<file path="src/rtl/trb_pkt_dispatch_if.sv">
// Host-beat and lane-side signal bundle for the turbo packet dispatcher.
// The master modport is the host/lane side; the slave modport is the dispatcher.
interface trb_pkt_dispatch_if #(
    parameter int BUS       = 534,
    parameter int NUM_TURBO = 4
);
    logic [BUS-1:0]       bus_data;
    logic                 bus_en;
    logic                 bus_ready;
    logic [NUM_TURBO-1:0] lane_ready;
    logic [NUM_TURBO-1:0] lane_en;
    logic [BUS-1:0]       lane_data;

    modport master (
        output bus_data, bus_en, lane_ready,
        input  bus_ready, lane_en, lane_data
    );

    modport slave (
        input  bus_data, bus_en, lane_ready,
        output bus_ready, lane_en, lane_data
    );
endinterface

</file>
<file path="src/rtl/trb_pkt_dispatch.sv">
// Steers whole turbo packets from the host bus to one of NUM_TURBO lanes,
// round-robin over ready lanes, with one arbitration bubble per packet.
module trb_pkt_dispatch #(
    parameter int BUS           = 534,
    parameter int NUM_TURBO     = 4,
    parameter int BEATS_PER_PKT = 25
) (
    input  logic                  clk_bus,
    input  logic                  rst_n,
    trb_pkt_dispatch_if.slave     bif,
    output logic [3:0]            cur_lane,
    output logic [15:0]           pkt_cnt,
    output logic                  err_drop
);
    localparam int CNT_W = 9;
    localparam logic [CNT_W-1:0] LAST_BEAT = CNT_W'(BEATS_PER_PKT - 1);

    typedef enum logic [0:0] {
        ST_ARB  = 1'b0,
        ST_XFER = 1'b1
    } state_t;

    state_t               state_r;
    logic [CNT_W-1:0]     beat_cnt_r;
    logic [3:0]           cur_lane_r;
    logic [15:0]          pkt_cnt_r;
    logic                 err_drop_r;
    logic                 bus_ready_r;
    logic [NUM_TURBO-1:0] lane_en_r;
    logic [BUS-1:0]       lane_data_r;

    logic                 found_hi_s;
    logic                 found_lo_s;
    logic [3:0]           win_hi_s;
    logic [3:0]           win_lo_s;
    logic                 found_s;
    logic [3:0]           winner_s;
    logic [NUM_TURBO-1:0] lane_sel_s;
    logic                 cur_ready_s;
    logic                 accept_s;

    // Round-robin search: lowest ready lane above cur_lane, else lowest at or below it.
    always_comb begin
        found_hi_s  = 1'b0;
        found_lo_s  = 1'b0;
        win_hi_s    = 4'd0;
        win_lo_s    = 4'd0;
        lane_sel_s  = '0;
        cur_ready_s = 1'b0;
        for (int j = NUM_TURBO - 1; j >= 0; j--) begin
            if (bif.lane_ready[j] && (4'(j) > cur_lane_r)) begin
                found_hi_s = 1'b1;
                win_hi_s   = 4'(j);
            end else if (bif.lane_ready[j]) begin
                found_lo_s = 1'b1;
                win_lo_s   = 4'(j);
            end else begin
                found_lo_s = found_lo_s;
            end
            lane_sel_s[j] = (cur_lane_r == 4'(j));
            cur_ready_s   = cur_ready_s | (bif.lane_ready[j] & lane_sel_s[j]);
        end
        found_s  = found_hi_s | found_lo_s;
        winner_s = found_hi_s ? win_hi_s : win_lo_s;
        accept_s = bif.bus_en & bus_ready_r;
    end

    // Arbitration/transfer FSM with registered handshake, strobes and statistics.
    always_ff @(posedge clk_bus) begin
        if (!rst_n) begin
            state_r     <= ST_ARB;
            beat_cnt_r  <= '0;
            cur_lane_r  <= 4'(NUM_TURBO - 1);
            pkt_cnt_r   <= 16'd0;
            err_drop_r  <= 1'b0;
            bus_ready_r <= 1'b0;
            lane_en_r   <= '0;
            lane_data_r <= '0;
        end else begin
            lane_en_r <= '0;
            if (bif.bus_en && !bus_ready_r) begin
                err_drop_r <= 1'b1;
            end
            case (state_r)
                ST_ARB: begin
                    if (found_s) begin
                        cur_lane_r  <= winner_s;
                        beat_cnt_r  <= '0;
                        bus_ready_r <= 1'b1;
                        state_r     <= ST_XFER;
                    end
                end
                ST_XFER: begin
                    if (accept_s) begin
                        lane_en_r   <= lane_sel_s;
                        lane_data_r <= bif.bus_data;
                        if (beat_cnt_r == LAST_BEAT) begin
                            beat_cnt_r  <= '0;
                            bus_ready_r <= 1'b0;
                            pkt_cnt_r   <= pkt_cnt_r + 16'd1;
                            state_r     <= ST_ARB;
                        end else begin
                            beat_cnt_r  <= beat_cnt_r + CNT_W'(1);
                            bus_ready_r <= cur_ready_s;
                        end
                    end else begin
                        bus_ready_r <= cur_ready_s;
                    end
                end
                default: begin
                    state_r     <= ST_ARB;
                    bus_ready_r <= 1'b0;
                end
            endcase
        end
    end

    assign bif.bus_ready = bus_ready_r;
    assign bif.lane_en   = lane_en_r;
    assign bif.lane_data = lane_data_r;
    assign cur_lane      = cur_lane_r;
    assign pkt_cnt       = pkt_cnt_r;
    assign err_drop      = err_drop_r;
endmodule
</file>
<file path="src/flat_wrapper.sv">
// flat-port wrapper written by rule: the top's interface ports become plain ports
module trb_pkt_dispatch_flat 
#(
    parameter int BUS           = 534,
    parameter int NUM_TURBO     = 4,
    parameter int BEATS_PER_PKT = 25
)
  (clk_bus, rst_n, cur_lane, pkt_cnt, err_drop, bif_bus_data, bif_bus_en, bif_lane_ready, bif_bus_ready, bif_lane_en, bif_lane_data);
  trb_pkt_dispatch_if #(.BUS(BUS), .NUM_TURBO(NUM_TURBO)) bif_i ();
  input  logic clk_bus;
  input  logic rst_n;
  output logic [3:0] cur_lane;
  output logic [15:0] pkt_cnt;
  output logic err_drop;
  input wire logic [$bits(bif_i.bus_data)-1:0] bif_bus_data;
  input wire logic [$bits(bif_i.bus_en)-1:0] bif_bus_en;
  input wire logic [$bits(bif_i.lane_ready)-1:0] bif_lane_ready;
  output wire logic [$bits(bif_i.bus_ready)-1:0] bif_bus_ready;
  output wire logic [$bits(bif_i.lane_en)-1:0] bif_lane_en;
  output wire logic [$bits(bif_i.lane_data)-1:0] bif_lane_data;
  assign bif_i.bus_data = bif_bus_data;
  assign bif_i.bus_en = bif_bus_en;
  assign bif_i.lane_ready = bif_lane_ready;
  assign bif_bus_ready = bif_i.bus_ready;
  assign bif_lane_en = bif_i.lane_en;
  assign bif_lane_data = bif_i.lane_data;
  trb_pkt_dispatch #(.BUS(BUS), .NUM_TURBO(NUM_TURBO), .BEATS_PER_PKT(BEATS_PER_PKT)) u_core (.clk_bus(clk_bus), .rst_n(rst_n), .bif(bif_i), .cur_lane(cur_lane), .pkt_cnt(pkt_cnt), .err_drop(err_drop));
endmodule
</file>
<file path="config.mk">
export PLATFORM = sky130hd
export DESIGN_NAME = trb_pkt_dispatch_flat
export DESIGN_NICKNAME = d
export VERILOG_FILES = /design/src/rtl/trb_pkt_dispatch_if.sv /design/src/rtl/trb_pkt_dispatch.sv /design/src/flat_wrapper.sv
export SDC_FILE = /design/constraint.sdc
export NUM_CORES = 1
export LEC_CHECK = 0
export CAP_MARGIN = 15
export CORE_AREA = 2 2 429 431
export CTS_CLUSTER_DIAMETER = 100
export DETAILED_ROUTE_END_ITERATION = 16
export DIE_AREA = 0 0 431 433
export GPL_ROUTABILITY_DRIVEN = 0
export GPL_TIMING_DRIVEN = 0
export SLEW_MARGIN = 20
export SYNTH_ARGS = -nofsm -noshare
export SYNTH_HDL_FRONTEND = slang
export SYNTH_SLANG_ARGS = --single-unit
export TNS_END_PERCENT = 100
</file>
<file path="constraint.sdc">
create_clock -name clk_bus -period 2.07 [get_ports clk_bus]
set_input_delay 0.207 -clock clk_bus [delete_from_list [all_inputs] [get_ports clk_bus]]
set_output_delay 0.207 -clock clk_bus [all_outputs]
set_load 0.01 [all_outputs]
</file>
-- Word level (Yosys, flattened, before mapping)
Cells that the tools add are included.
- bits in registers: 570
- output and inout port bits: 560
- word-level logic and storage cells: 79
- $add $sub $neg: 2
- magnitude comparators: 4
- eq/ne operators: 6
- multiplexer cells: 37
- bitwise gates (word level): 10
- reductions and logical operators: 12
- operator list (operator ; number):
    4-bit two-way mux ; 8
    9-bit two-way mux ; 3
    1-bit two-way mux ; 18
    9-bit case mux with 2 select lines ; 1
    16-bit by 1-bit adder with 16-bit output (second input constant) ; 1
    2-bit two-way mux ; 5
    9-bit by 1-bit adder with 9-bit output (second input constant) ; 1
    9-bit by 5-bit equality test with 1-bit output (second input constant) ; 1
    4-bit by 2-bit equality test with 1-bit output (second input constant) ; 2
    1-bit by 4-bit > comparator with 1-bit output (first input constant) ; 2
    2-bit by 4-bit > comparator with 1-bit output (first input constant) ; 2
    2-bit AND reduction ; 3
    3-bit AND reduction ; 2
    1-bit bitwise AND ; 5
    1-bit logical AND ; 5
    4-bit by 1-bit equality test with 1-bit output (second input constant) ; 1
    4-bit logical NOT ; 1
    1-bit bitwise OR ; 4
    1-bit case mux with 2 select lines ; 2
    2-bit by 1-bit inequality test with 1-bit output (second input constant) ; 1
    2-bit inequality test (second input constant) ; 1
    1-bit logical NOT ; 1
    1-bit inverter ; 1

-- Depth between registers and ports, before layout
Gate-level depths: netlist of the first run.
- depth after elaboration: 12
- depth in mapped cells: 8
- gate-level depth less buffers: 6

-- Worst setup path before layout of the first run
No wires, ideal clock.
- path kind: register to register
- start point: register u_core.beat_cnt_r[0]
- end point: register u_core.pkt_cnt_r[12] (netlist: u_core.pkt_cnt[12])
- arrival: 1.786 ns
- required time: 2.000 ns
- slack: 0.215 ns
- stages on the path, launching flop included: 7
- path through: dfxtp_1 > inv_1 > ha_1 > nor4b_4 > nand4_4 > or4_1 > a21oi_1
- cells in the longest elaborated chain, start to end: 2
- RTL lines (item ; line ; text):
    start, declared ; trb_pkt_dispatch.sv:24 ; logic [CNT_W-1:0] beat_cnt_r;
    start signal, assigned ; trb_pkt_dispatch.sv:103 ; beat_cnt_r <= beat_cnt_r + CNT_W'(1);
    9-bit by 5-bit equality test with 1-bit output ; trb_pkt_dispatch.sv:97 ; if (beat_cnt_r == LAST_BEAT) begin
    3-bit AND reduction (no source line) ; n/a ;
    end signal, assigned ; trb_pkt_dispatch.sv:100 ; pkt_cnt_r <= pkt_cnt_r + 16'd1;
    end, declared ; trb_pkt_dispatch.sv:26 ; logic [15:0] pkt_cnt_r;
Every way passes these cells.
A chain may end at the register's enable or synchronous reset.

-- Worst setup path after layout of the first run
- start point: register u_core.lane_data_r[461] (netlist: u_core.bif.lane_data[461])
- end point: output port bif_lane_data[461]
- RTL lines (item ; line ; text):
    start, declared ; trb_pkt_dispatch.sv:30 ; logic [BUS-1:0] lane_data_r;
    start signal, assigned ; trb_pkt_dispatch.sv:96 ; lane_data_r <= bif.bus_data;
    end, declared ; flat_wrapper.sv:20 ; output wire logic [$bits(bif_i.lane_data)-1:0] bif_lane_data;
No word-level cell between the ends.

==> impl_summary.txt, run 1 <==
----------------------------------------------------
[Die]
  Starting Density ... 0.109
  Boundary pin count ... 1,101
  Die area ... 0.187 mm²
  Die width ... 431 µm
  Rows ... 157
  Core Region ... 0.182 mm²
  Vertical die dimension ... 433 µm

[CTS]
  Number of H-tree branching levels ... 3
  Reg clk slew, reported paths ... 0.05 ns
  Number of sinks on the clock net ... 568
  Clock tree buffer depth ... 3
  Skew-Pair Late Insertion Delay ... 0.69 ns
  Clock buffer count from CTS ... 73
  Cell chosen for the clock root ... clkbuf_16
  Clock tree from TritonCTS ... done

[Synthesis]
  Cells after Synth ... 2,520
  Avg Inst Size Synth ... 7.89 µm²
  Primary flip-flop cell chosen by synthesis mapping ... dfxtp_1
  Syn Std Cell Area ... 0.0199 mm²
  Synth warnings ... 0
  Share of synthesized registers carrying an async set or reset ... 0
  Portion of the post-synthesis area used by sequential elements ... 0.572
  Number of unique standard cell types used by synthesis ... 49
  Count of state elements after synthesis ... 568
  Post-synth EDFFs ... 0

[Worst setup path]
  Largest fanout on the critical path ... 2
  Crit end category ... primary output
  Crit path buf inv count ... 1
  Crit path kind ... reg -> out
  Delay of the slowest cell on the worst path ... 0.64 ns
  Slowest-stage cell, CP ... clkdlybuf4s50_1
  CP required ... 1.86 ns
  Crit path cell chain ... clkdlybuf4s50_1
  Endpoint arrival time on the critical path ... 1.79 ns
  Top Family by Delay on Critical Path ... buffers and inverters
  Startpoint kind of the worst setup timing path ... flip-flop

[Power]
  Sequential fraction of design power ... 0.408
  P_leak ... 13.0 nW
  Max rail drop VDD ... 0.574 mV
  Gate power share ... 0.133
  Net switching power ... 0.00756 W
  Total internal power ... 0.0206 W
  Switching share of power ... 0.269
  Share of total power in the clock network ... 0.459
  Ratio of total power to cell area ... 737 mW/mm²

[Hold path]
  Class of the tightest hold or removal check ... in -> reg

[Timing]
  Final min period ... 1.99 ns
  Skew final ... 0.0265 ns
  Slew Viols, Final ... 0
  Relative slew margins ... 0.381
  Post-Route Hold Slack ... 0.0820 ns
  Total of endpoints with negative setup slack in the final report ... 0
  Worst-Margin Slew ... 0.929 ns
  Fraction of the cycle the final worst path needs ... 0.963
  Unrepaired setup endpoints after global routing ... yes
  Final WS setup ... 0.0758 ns
  FMAX ... 501 MHz
  Number of hold violations in the final report ... 0

[Cells and area]
  Fillers ... 20,000
  Commonest non-fill, non-tap cells in the layout ... nand2_1 (1,062), clkdlybuf4s50_1 (1,040), dfxtp_1 (565)
  Proportion of layout cells with a drive suffix above 1 ... 0.0670
  Multi-input gate area ... 0.00771 mm²
  Final instance area ... 0.0382 mm²
  Most frequent standard cell in the layout excluding fill and tap cells ... nand2_1
  Net count of the finished layout ... 4,402
  Final Util ... 0.210
  FF+latch area ... 0.0114 mm²
  Filler-free cell count of the finished design ... 6,305
  Layout overhead on the synthesized area ... 92.2%

[GRT]
  Wire length of the first global-routing pass ... 178,000 µm
  Vias in the first global route ... 22,500
  Number of antenna violations at the first check in global routing ... 20
  Global Route Usage Sum ... 0.138
  Grt ovf ... 0
  Largest net degree at the start of global routing ... 14

[Route]
  Overall via count from detail_route ... 23,100
  DRC violation count after routing ... 0
  DRT Pass-1 Iters ... 5
  Vias per cell ... 3.66
  First-iteration detailed-routing DRC count ... 1,414
  DR WL/cell ... 21.5 µm
  Post-route antenna net violation count ... 0
  Final wirelength ... 135,000 µm

[Placed design]
  Dpl ws ... -1.50 ns
  # port buffers ... 1,097
  Placed cell areas ... 0.0339 mm²
  HPWL Detailed ... 112,000 µm
  Cell count after placement ... 6,004

[Job]
  Max_cap viols ... 0

[Status]
  Run status ... completed

----------------------------------------------------
## path summary, 6_finish.rpt
| check | start | endpoint | slack (ns) | cells after the start |
|---|---|---|---|---|
| worst max-delay path | u_core.bif.lane_data[461]$_SDFFE_PN0P_ | bif_lane_data[461] | 0.08 | 1 |
| worst min-delay path | bif_bus_data[86] | u_core.bif.lane_data[86]$_SDFFE_PN0P_ | 0.08 | 3 |
| worst max register to register | u_core.state_r$_SDFF_PN0_ | u_core.bif.lane_data[125]$_SDFFE_PN0P_ | 0.10 | 8 |
| worst min register to register | u_core.bif.lane_data[90]$_SDFFE_PN0P_ | u_core.bif.lane_data[90]$_SDFFE_PN0P_ | 0.45 | 2 |
## per-stage QoR
| stage | TNS (ns) | total power, W |
|---|---|---|
| after floorplan | 0 | 0.0126 |
| after CTS | 0 | 0.0285 |
| after detailed placement | -579.11 | 0.0152 |
| after global routing | -0.0233 | 0.0292 |
| after global placement | -908.30 | 0.0151 |
| final | 0 | 0.0281 |
## state kept, by name, summed over array words and instances, names as in the netlist
register and cells:
u_core.bif.bus_ready 1, u_core.bif.lane_en 4, u_core.cur_lane 2, u_core.state_r 1, u_core.pkt_cnt 16, u_core.bif.lane_data 534
u_core.beat_cnt_r 9, u_core.err_drop 1
## cell type report
| cell class | count | share of cell area |
|---|---|---|
| Inverter | 10 | 0.000983 |
| Clock inverter | 29 | 0.00934 |
| Timing Repair Buffer | 1263 | 0.330 |
| Multi-Input combinational cell | 1753 | 0.202 |
| Tap cell | 2385 | 0.0781 |
| Sequential cell | 568 | 0.298 |
| Antenna cell | 8 | 0.000524 |
| Buffer | 189 | 0.0279 |
| Clock buffer | 100 | 0.0539 |
## synth_stat cells (all sizes together), types with 2 or more instances
| master | number | area [µm²] |
|---|---|---|
| xnor2 | 4 | 35.0 |
| a21oi | 554 | 2780 |
| clkbuf | 131 | 502 |
| nand2 | 1077 | 4040 |
| buf | 59 | 322 |
| xor2 | 4 | 35.0 |
| nor3 | 3 | 15.0 |
| o21ai | 10 | 50.0 |
| nand3 | 13 | 70.1 |
| ha | 3 | 37.5 |
| or4 | 6 | 45.0 |
| or3 | 6 | 37.5 |
| nand4 | 9 | 77.6 |
| nor4 | 4 | 25.0 |
| o31ai | 5 | 37.5 |
| and4 | 2 | 17.5 |
| nand4b | 2 | 17.5 |
| and3 | 6 | 40.0 |
| nor4b | 2 | 32.5 |
| nand2b | 3 | 18.8 |
| mux2i | 2 | 20.0 |
| o22ai | 4 | 25.0 |
| dfxtp | 568 | 11400 |
| nor2 | 20 | 75.1 |
| inv | 10 | 37.5 |
## kinds of logic after synthesis
family | synth area share
adders and majority gates | 0.00189
AOI/OAI and AO/OA | 0.149
muxes | 0.00214
buffers and inverters | 0.0433
xor gates and xnor gates | 0.00352
DFF | 0.572
other | 0.000189
and+or+nand+nor | 0.228
## timing repair
action | in CTS | in global routing
hold buffers | 162 | 0
pin swaps | 0 | 0
hold endpoints to repair | 162 | 0
gates resized for setup | 121 | 89
endpoints found under the setup margin | 607 | 301
buffers inserted | 3 | 0
## layer usage
layer / GRT usage / up-vias / share of wire
met2: 0.227 / 978 / 0.47
met4: 0.0567 / 4 / 0.044
li1: - / 10900 / -
met1: 0.155 / 11000 / 0.38
met3: 0.0587 / 220 / 0.10
met5: 0 / - / 0.00016
## power by group through the flow
stage / Combinational, W / Clock (W) / Sequential, W
after global routing: 0.00400 / 0.0137 / 0.0115
after detailed placement: 0.00345 / 0 / 0.0117
after global placement: 0.00344 / 0 / 0.0117
after CTS: 0.00376 / 0.0133 / 0.0115
final: 0.00375 / 0.0129 / 0.0115
after floorplan: 0.000827 / 0 / 0.0118
(Power assumes the default switching activity.)
==> inputs of run 2 (changes only) <==
Settings changed: TNS_END_PERCENT 100 to 10.
==> run 2 against run 1 <==
Compared with the run above: register-to-register slack worse by 0.03 ns; clock skew is 0.0022 ns higher; clock power hardly changed; utilization hardly changed; sequential cell count stayed put; combinational power hardly changed; wire length hardly changed; sequential power hardly changed; critical path type unchanged.
==> impl_summary.txt, run 2 (same netlist as run 1, synthesis figures left out) <==
----------------------------------------------------
[Cells and area]
  Commonest non-fill, non-tap cells in the layout ... nand2_1 (1,062), clkdlybuf4s50_1 (1,039), dfxtp_1 (565)
  Filler-free cell count of the finished design ... 6,306 (+0.016%)
  Net count of the finished layout ... 4,402 (unchanged)
  Largest register FFs ... 534 (unchanged)
  Proportion of layout cells with a drive suffix above 1 ... 0.0654 (-0.00153)
  Most frequent standard cell in the layout excluding fill and tap cells ... nand2_1
  Final instance area ... 0.0382 mm² (about the same)
  Layout overhead on the synthesized area ... 92.0% (about the same)
  Final Util ... 0.210 (about the same)

[Worst setup path]
  Slowest-stage cell, CP ... clkdlybuf4s50_1
  Startpoint of the worst register-to-register path ... u_core.state_r$_SDFF_PN0_
  Endpoint arrival time on the critical path ... 1.82 ns (+0.03 ns)
  Largest fanout on the critical path ... 2 (unchanged)
  Crit path cell chain ... clkdlybuf4s50_1
  Crit end category ... primary output
  Worst setup startpoint ... u_core.bif.lane_data[461]$_SDFFE_PN0P_
  Startpoint kind of the worst setup timing path ... flip-flop
  Delay of the slowest cell on the worst path ... 0.64 ns (about the same)
  CP required ... 1.86 ns (about the same)
  Crit path buf inv count ... 1 (unchanged)
  Crit path kind ... reg -> out
  Top Family by Delay on Critical Path ... buffers and inverters

[Job]
  Max_cap viols ... 0 (unchanged)

[GRT]
  Global Route Usage Sum ... 0.138 (about the same)
  Number of antenna violations at the first check in global routing ... 20 (unchanged)
  Wire length of the first global-routing pass ... 178,000 µm (about the same)
  Vias in the first global route ... 22,500 (-0.080%)
  Grt ovf ... 0 (unchanged)
  Largest net degree at the start of global routing ... 14 (unchanged)

[CTS]
  Number of sinks on the clock net ... 568 (unchanged)
  Number of H-tree branching levels ... 3 (unchanged)
  Clock tree from TritonCTS ... done
  Skew-Pair Late Insertion Delay ... 0.70 ns (about the same)
  Reg clk slew, reported paths ... 0.05 ns (about the same)
  Clock tree buffer depth ... 3 (unchanged)
  Cell chosen for the clock root ... clkbuf_16
  Clock buffer count from CTS ... 73 (unchanged)

[Timing]
  Number of hold violations in the final report ... 0 (unchanged)
  Relative slew margins ... 0.386 (+0.00550)
  Skew final ... 0.0288 ns (+0.00225 ns)
  Slew Viols, Final ... 0 (unchanged)
  Fraction of the cycle the final worst path needs ... 0.977 (+0.0135)
  Total of endpoints with negative setup slack in the final report ... 0 (unchanged)
  Worst-Margin Slew ... 0.920 ns (-0.00825 ns)
  FMAX ... 495 MHz (-1.4%)
  Unrepaired setup endpoints after global routing ... yes
  Final min period ... 2.02 ns (+0.0279 ns)

[Power]
  Max rail drop VDD ... 0.571 mV (-0.46%)
  Ratio of total power to cell area ... 737 mW/mm² (about the same)
  P_leak ... 13.0 nW (+0.19%)

[Route]
  DR WL/cell ... 21.5 µm (about the same)
  Overall via count from detail_route ... 23,100 (+0.14%)
  Vias per cell ... 3.66 (+0.12%)
  DRC violation count after routing ... 0 (unchanged)
  DRT Pass-1 Iters ... 5 (unchanged)
  Post-route antenna net violation count ... 0 (unchanged)
  First-iteration detailed-routing DRC count ... 1,456 (+3.0%)
  Final wirelength ... 135,000 µm (about the same)

[Die]
  Rows ... 157 (unchanged)
  Boundary pin count ... 1,101 (unchanged)
  Die area ... 0.187 mm² (unchanged)
  Die width ... 431 µm (unchanged)
  Starting Density ... 0.109 (unchanged)
  Vertical die dimension ... 433 µm (unchanged)
  Core Region ... 0.182 mm² (unchanged)

[Hold path]
  Hold path startpoint ... bif_bus_data[86]
  Class of the tightest hold or removal check ... in -> reg

[Status]
  Run status ... completed

[Placed design]
  Placed cell areas ... 0.0339 mm² (unchanged)
  HPWL Detailed ... 112,000 µm (unchanged)
  # port buffers ... 1,097 (unchanged)
  Cell count after placement ... 6,004 (unchanged)

----------------------------------------------------
-- run 2: changes by cell type in the layout (fill, tap and decap cells not counted), moves of 2 or more --
cell      change
buf_2         +6
buf_1         +2
clkbuf_1      +3
clkbuf_4      -4
buf_4         -2
clkbuf_2      -5
-- run 2: metal layers --
metal | up-vias | global-route usage | routed length (µm)
met5 | - | 0 | 90
met4 | 6 | 0.0567 | 5770
met3 | 212 | 0.0587 | 14000
met2 | 990 | 0.226 | 64100
met1 | 11000 | 0.155 | 51400
li1 | 10900 | - | -
-- run 2: worst paths after layout --
path	end	slack, ns	depth (start not counted)
min	u_core.bif.lane_data[86]$_SDFFE_PN0P_	0.08	3
max	bif_lane_data[461]	0.05	1
min reg2reg	u_core.bif.lane_data[90]$_SDFFE_PN0P_	0.45	2
max reg2reg	u_core.bif.lane_data[125]$_SDFFE_PN0P_	0.07	8
-- run 2: area by class of cell --
class | count | area, µm²
repair buffers | 1262 | 12600
flip-flops and latches | 568 | 11400
clock buffers | 100 | 2060
plain buffers | 190 | 1060
clock inverters | 29 | 357
multi-input cells | 1753 | 7700
fillers | 20000 | 144000
well taps | 2385 | 2980
diodes | 9 | 22.5
inverters | 10 | 37.5
-- run 2: what timing repair did --
item	in CTS	in global routing
endpoints found under the hold margin	162	0
gates resized for setup	110	86
endpoints found under the setup margin	607	321
cloned	0	0
hold buffers	162	0
buffers inserted	0	2
-- run 2: where the power goes --
part / switching, W / total, W / leakage (nW) / internal [W]
clock network: 0.00558 / 0.0129 / 1.17 / 0.00734
registers: 0.000207 / 0.0115 / 4.60 / 0.0113
logic: 0.00178 / 0.00374 / 7.27 / 0.00196
-- run 2: metrics by stage --
| step | hold slack (ns) | setup slack [ns] | total power (W) | setup TNS (ns) |
|---|---|---|---|---|
| 2_1_floorplan | 0.340 | 0.215 | 0.0126 | 0 |
| 3_3_place_gp | 0.442 | -2.31 | 0.0151 | -908.30 |
| 3_5_place_dp | 0.446 | -1.50 | 0.0152 | -579.11 |
| 4_1_cts | 0.000116 | -0.115 | 0.0285 | -0.348 |
| 5_1_grt | 0.0226 | -0.0705 | 0.0292 | -0.794 |
| 6_report | 0.0819 | 0.0479 | 0.0281 | 0 |
